==> src/rtl/enc_rr_arbiter.sv <==
// Eight-way fixed-priority / round-robin arbiter with registered one-hot grant and binary index.
// Optional forced release of long-held grants is enabled by defining ARB_TIMEOUT_EN.
module enc_rr_arbiter #(
  parameter int N       = 8,
  parameter int IDX_W   = 3,
  parameter int TIMEOUT = 16
) (
  input  logic             clk,
  input  logic             rst_n,
  input  logic [N-1:0]     req,
  input  logic             sel,
  input  logic             done,
  output logic             grant_valid,
  output logic [N-1:0]     grant_oh,
  output logic [IDX_W-1:0] grant_idx,
  output logic             timeout_pulse
);

  // state | meaning
  // IDLE  | no owner, outputs cleared, waiting for any request
  // GRANT | one requester owns the resource until done (or forced release)
  typedef enum logic {IDLE = 1'b0, GRANT = 1'b1} state_t;

  if (N != (1 << IDX_W)) begin : g_n_chk
    $error("enc_rr_arbiter: N must equal 2**IDX_W");
  end
  if (TIMEOUT < 2 || TIMEOUT > 255) begin : g_timeout_chk
    $error("enc_rr_arbiter: TIMEOUT must be within 2..255");
  end

  state_t           state, state_nxt;
  logic [IDX_W-1:0] ptr;
  logic [IDX_W-1:0] fp_idx, rr_idx, win_idx;
  logic             req_any;
  logic             release_now;
  logic             force_rel;
  logic             load, clear;

  assign req_any = |req;

  // Reverse scans so the lowest offset seen last wins, without needing a break.
  always_comb begin
    fp_idx = '0;
    rr_idx = '0;
    for (int k = N - 1; k >= 0; k--) begin
      if (req[k]) fp_idx = IDX_W'(k);
      if (req[ptr + IDX_W'(k)]) rr_idx = ptr + IDX_W'(k);
    end
    win_idx = sel ? rr_idx : fp_idx;
  end

`ifdef ARB_TIMEOUT_EN
  localparam logic [7:0] CNT_LAST = 8'(TIMEOUT - 1);
  logic [7:0] hold_cnt;

  assign force_rel = (state == GRANT) && !done && (hold_cnt == CNT_LAST);

  always_ff @(posedge clk or negedge rst_n) begin
    if (!rst_n) begin
      hold_cnt      <= '0;
      timeout_pulse <= 1'b0;
    end else begin
      timeout_pulse <= force_rel;
      if (load || clear) hold_cnt <= '0;
      else if (state == GRANT) hold_cnt <= hold_cnt + 8'd1;
    end
  end
`else
  assign force_rel     = 1'b0;
  assign timeout_pulse = 1'b0;
`endif

  assign release_now = done || force_rel;

  always_comb begin
    state_nxt = state;
    load      = 1'b0;
    clear     = 1'b0;
    case (state)
      IDLE: begin
        if (req_any) begin
          load      = 1'b1;
          state_nxt = GRANT;
        end
      end
      GRANT: begin
        if (release_now) begin
          if (req_any) begin
            load = 1'b1;
          end else begin
            clear     = 1'b1;
            state_nxt = IDLE;
          end
        end
      end
      default: state_nxt = IDLE;
    endcase
  end

  always_ff @(posedge clk or negedge rst_n) begin
    if (!rst_n) begin
      state       <= IDLE;
      ptr         <= '0;
      grant_valid <= 1'b0;
      grant_oh    <= '0;
      grant_idx   <= '0;
    end else begin
      state <= state_nxt;
      if (load) begin
        ptr         <= win_idx + IDX_W'(1);
        grant_valid <= 1'b1;
        grant_oh    <= N'(1) << win_idx;
        grant_idx   <= win_idx;
      end else if (clear) begin
        grant_valid <= 1'b0;
        grant_oh    <= '0;
        grant_idx   <= '0;
      end
    end
  end

endmodule
==> config.mk <==
export PLATFORM = sky130hd
export DESIGN_NAME = enc_rr_arbiter
export DESIGN_NICKNAME = d
export VERILOG_FILES = /design/src/rtl/enc_rr_arbiter.sv
export SDC_FILE = /design/constraint.sdc
export NUM_CORES = 1
export LEC_CHECK = 0
export CAP_MARGIN = 20
export CORE_MARGIN = 3
export CORE_UTILIZATION = 50
export CTS_BUF_LIST = sky130_fd_sc_hd__clkbuf_8
export DETAILED_ROUTE_END_ITERATION = 16
export GPL_TIMING_DRIVEN = 0
export PLACE_DENSITY = 0.74
export REMOVE_ABC_BUFFERS = 1
export SYNTH_ARGS = -nofsm -noshare
export SYNTH_HDL_FRONTEND = slang
export SYNTH_SLANG_ARGS = --single-unit
==> constraint.sdc <==
create_clock -name clk -period 6.67 [get_ports clk]
set_input_delay 1.6675 -clock clk [delete_from_list [all_inputs] [get_ports clk]]
set_output_delay 1.6675 -clock clk [all_outputs]
set_load 0.01 [all_outputs]
==> run summary <==
Outcome -> completed
Slew at the pin closest to its max-slew limit -> 1.017 ns
Area of the core -> 3390 um^2
H-tree depth -> 1
CP top delay family -> multiplexers
Max_slew headroom -> 32.23%
Placer Congestion -> 0.8606
Post-synth ARST share -> 100.0%
Power density cells -> 492.4 nW/um^2
Worst Hold Endpoint -> grant_valid
Reg2reg start -> ptr[0]
Starting Density -> 52.53%
Hold_sp -> state
Arr. time, crit path -> 4.69 ns
Post-cts gate resize count -> 0
Register share of total power -> 20.1%
Critical Path RT -> 6.80 ns
RSZ-0062 raised after global routing -> no
Switching portion of total power -> 45.12%
Worst path max stage delay -> 0.67 ns
Hold Vio Cnt, Final -> 0
Clock Pin Slew Worst Setup and Hold Paths -> 0.06 ns
Synth unique cells -> 44
Setup TNS Final -> 0 ns
Net count, final -> 210
Critical path buffer and inverter count -> 1
Setup bufs post-CTS -> 0
Hpwl dp -> 3056 um
Capturing point of the worst reg2reg path -> ptr[2]
ANT cells -> 0
Primary FF master, synth -> dfrtp_1
CTS Buf Count -> 3
Rows -> 21
GRT Resource Usage Total -> 21.14%
Port Buffer Count -> 23
Gate power share -> 71.2%
Fin crit share -> 68.41%
Post-DR wirelength/cell -> 16.97 um
Critical path type -> in2reg
DIE HEIGHT -> 65.68 um
Hold Path Stages -> 1
Total die area -> 4313 um^2
Final Max Tran Viols -> 0
Crit path cell chain -> clkdlybuf4s50_1 -> mux2i_1 -> mux4_2 -> a2111oi_0 -> o31ai_1 -> nand4_1 -> and2_1 -> ha_1 -> nand2_1 -> o21ai_0
Worst min path class -> reg2reg
Final ANT Viol Nets -> 0
Post-synth EDFFs -> 0
VDD IR-drop max -> 0.1862 mV
I/O pins -> 25
Synth Instances -> 183
Mean Syn Cell Area -> 9.729 um^2
Share of the synthesized area in the top cell type -> 22.49%
Fill cells -> 281
Vias in the first global route -> 1476
Area leader, netlist -> dfrtp_1
Clock Skews -> 0.0005301 ns
Hold_buf cts -> 0
Area of the multi-input gates -> 1224 um^2
Crit start category -> primary input
CTS tree -> done
Sequential area share after synthesis -> 22.49%
# clock sinks -> 16
P_int -> 0.0005458 W
Initial antenna violation count -> 0
Clk buf depth -> 2
Final min period -> 4.563 ns
Post-synthesis register bit count -> 16
Mapped cell area -> 1780 um^2
Total congestion overflow -> 0
Total Power -> 0.0009944 W
Largest cells by area after synthesis -> dfrtp_1 (22%), mux4_2 (11%), mux4_1 (7.4%), mux2_2 (6.3%), mux2i_1 (5.1%)
WL final -> 4022 um
Crit end category -> register
Setup-failing EPs final -> 0
Synth Warn # -> 0
Switching Power -> 0.0004486 W
Layout cells sized above 1 -> 15.18%
Max Cap Violations -> 0
Drt pass-1 iters -> 4
Initial DRC count -> 60
DRC violations left -> 0
Chip width -> 65.68 um
Critical path's slowest cell -> clkdlybuf4s50_1
Fmax -> 219.2 MHz
Maximum number of pins on one net before global-route repair -> 25
FF+latch area -> 400.4 um^2
Area delta synth->final -> 13.42%
Vias per inst -> 6.219
Clock share of power -> 8.7%
Maximum fanout along the worst path -> 10
Vias -> 1474
R2R depth -> 10
Worst-Skew Late Latency -> 0.25 ns
Leak pwr -> 0.8195 nW
Reg-to-reg setup timing slack -> 2.63 ns
Wire length of the first global-routing pass -> 7100 um
CTS root buf -> clkbuf_8
==> cell families after synthesis <==
| group | synth area share (%) |
|---|---|
| AO/OA/AOI/OAI | 21.22 |
| XOR/XNOR | 1.476 |
| adder cells (fa/ha/maj) | 4.216 |
| buffers and inverters | 8.784 |
| flip-flops | 22.49 |
| multiplexers | 30.15 |
| other | 0.2106 |
| AND/OR/NAND/NOR | 11.45 |
==> cell type report <==
class / count / area share [%]
flip-flops and latches: 16 / 19.83
clock buffers: 4 / 2.726
repair buffers: 24 / 11.77
inverters: 12 / 2.230
multi-input cells: 135 / 60.59
well taps: 46 / 2.850
==> synthesized netlist by cell type (2+ instances only) <==
| master | count |
|---|---|
| a32o_1 | 4 |
| mux4_1 | 5 |
| a32oi_1 | 2 |
| nand2b_1 | 2 |
| or3_1 | 2 |
| ha_1 | 6 |
| nand3_1 | 5 |
| a21oi_1 | 5 |
| o21ai_0 | 9 |
| a2111oi_0 | 2 |
| nor4_1 | 2 |
| mux4_2 | 9 |
| o21bai_1 | 2 |
| o31ai_1 | 3 |
| mux2_2 | 10 |
| mux2i_1 | 9 |
| clkbuf_1 | 10 |
| buf_2 | 7 |
| and2_1 | 2 |
| a211oi_1 | 2 |
| nand2_1 | 16 |
| o41ai_2 | 2 |
| inv_1 | 11 |
| dfrtp_1 | 16 |
| xnor2_1 | 3 |
| a22o_1 | 4 |
| a22oi_1 | 4 |
| nor3_1 | 3 |
| nor2_1 | 11 |
==> cells in the final DEF, fill, tap and decap left out, types with 5 or more instances in the layout <==
master,instances
a21oi_1,5
clkdlybuf4s50_1,23
dfrtp_1,16
ha_1,6
inv_1,11
mux2_2,10
mux2i_1,9
mux4_1,5
mux4_2,9
nand2_1,16
nand3_1,5
nor2_1,11
o21ai_0,9
==> power by group through the flow <==
stage	Sequential (W)	Combinational [W]	Clock, W
2_1_floorplan	0.000201	0.000524	0
3_3_place_gp	0.000199	0.000682	0
3_5_place_dp	0.000202	0.000703	0
4_1_cts	0.000200	0.000704	0.0000877
5_1_grt	0.000208	0.000780	0.0000912
6_report	0.000200	0.000708	0.0000864
==> metal layers <==
| metal | track usage [%] | vias to the layer above | share of wire [%] | wire length [um] |
|---|---|---|---|---|
| li1 | - | 706 | - | - |
| met1 | 27.35 | 727 | 46 | 1837 |
| met2 | 36.67 | 39 | 50 | 2021 |
| met3 | 2.564 | 2 | 3.7 | 149 |
| met4 | 6.218 | 0 | 0.30 | 12 |
| met5 | 0 | - | 0 | 0 |
==> worst max path at each step <==
stage                       from  endpoint  slack, ns  depth (start not counted)
after global placement    req[2]    ptr[2]       1.94                         10
after floorplan           req[1]    ptr[2]       2.85                          9
final                     req[2]    ptr[2]       2.11                         10
after detailed placement  req[2]    ptr[2]       1.87                         10
after global routing      req[3]    ptr[2]       1.90                         10
after CTS                 req[2]    ptr[2]       2.15                         10
==> state kept, by name, indices dropped and copies added, names as in the netlist <==
signal / cells
ptr: 3
grant_oh: 8
state: 1
grant_idx: 3
grant_valid: 1
==> worst reg2reg max path, cell delays in order (launching register included) <==
cell,delay [ns]
dfrtp_1,1.01
inv_1,0.12
ha_1,0.69
mux4_2,0.64
a2111oi_0,0.45
o31ai_1,0.15
nand4_1,0.30
and2_1,0.20
ha_1,0.23
nand2_1,0.06
o21ai_0,0.07
==> stage by stage <==
step	std cells	setup slack, ns	area, um^2	utilization [%]	hold slack, ns
final	237	2.107	2019	59.58	0.4714
after global routing	237	1.901	2019	59.58	0.4975
after CTS	236	2.148	2012	59.36	0.4683
after detailed placement	232	1.874	1957	57.73	0.4600
after global placement	232	1.939	1957	57.73	0.4489
after floorplan	163	2.845	1669	-	0.4349
Power figures use the tool's default switching activity.
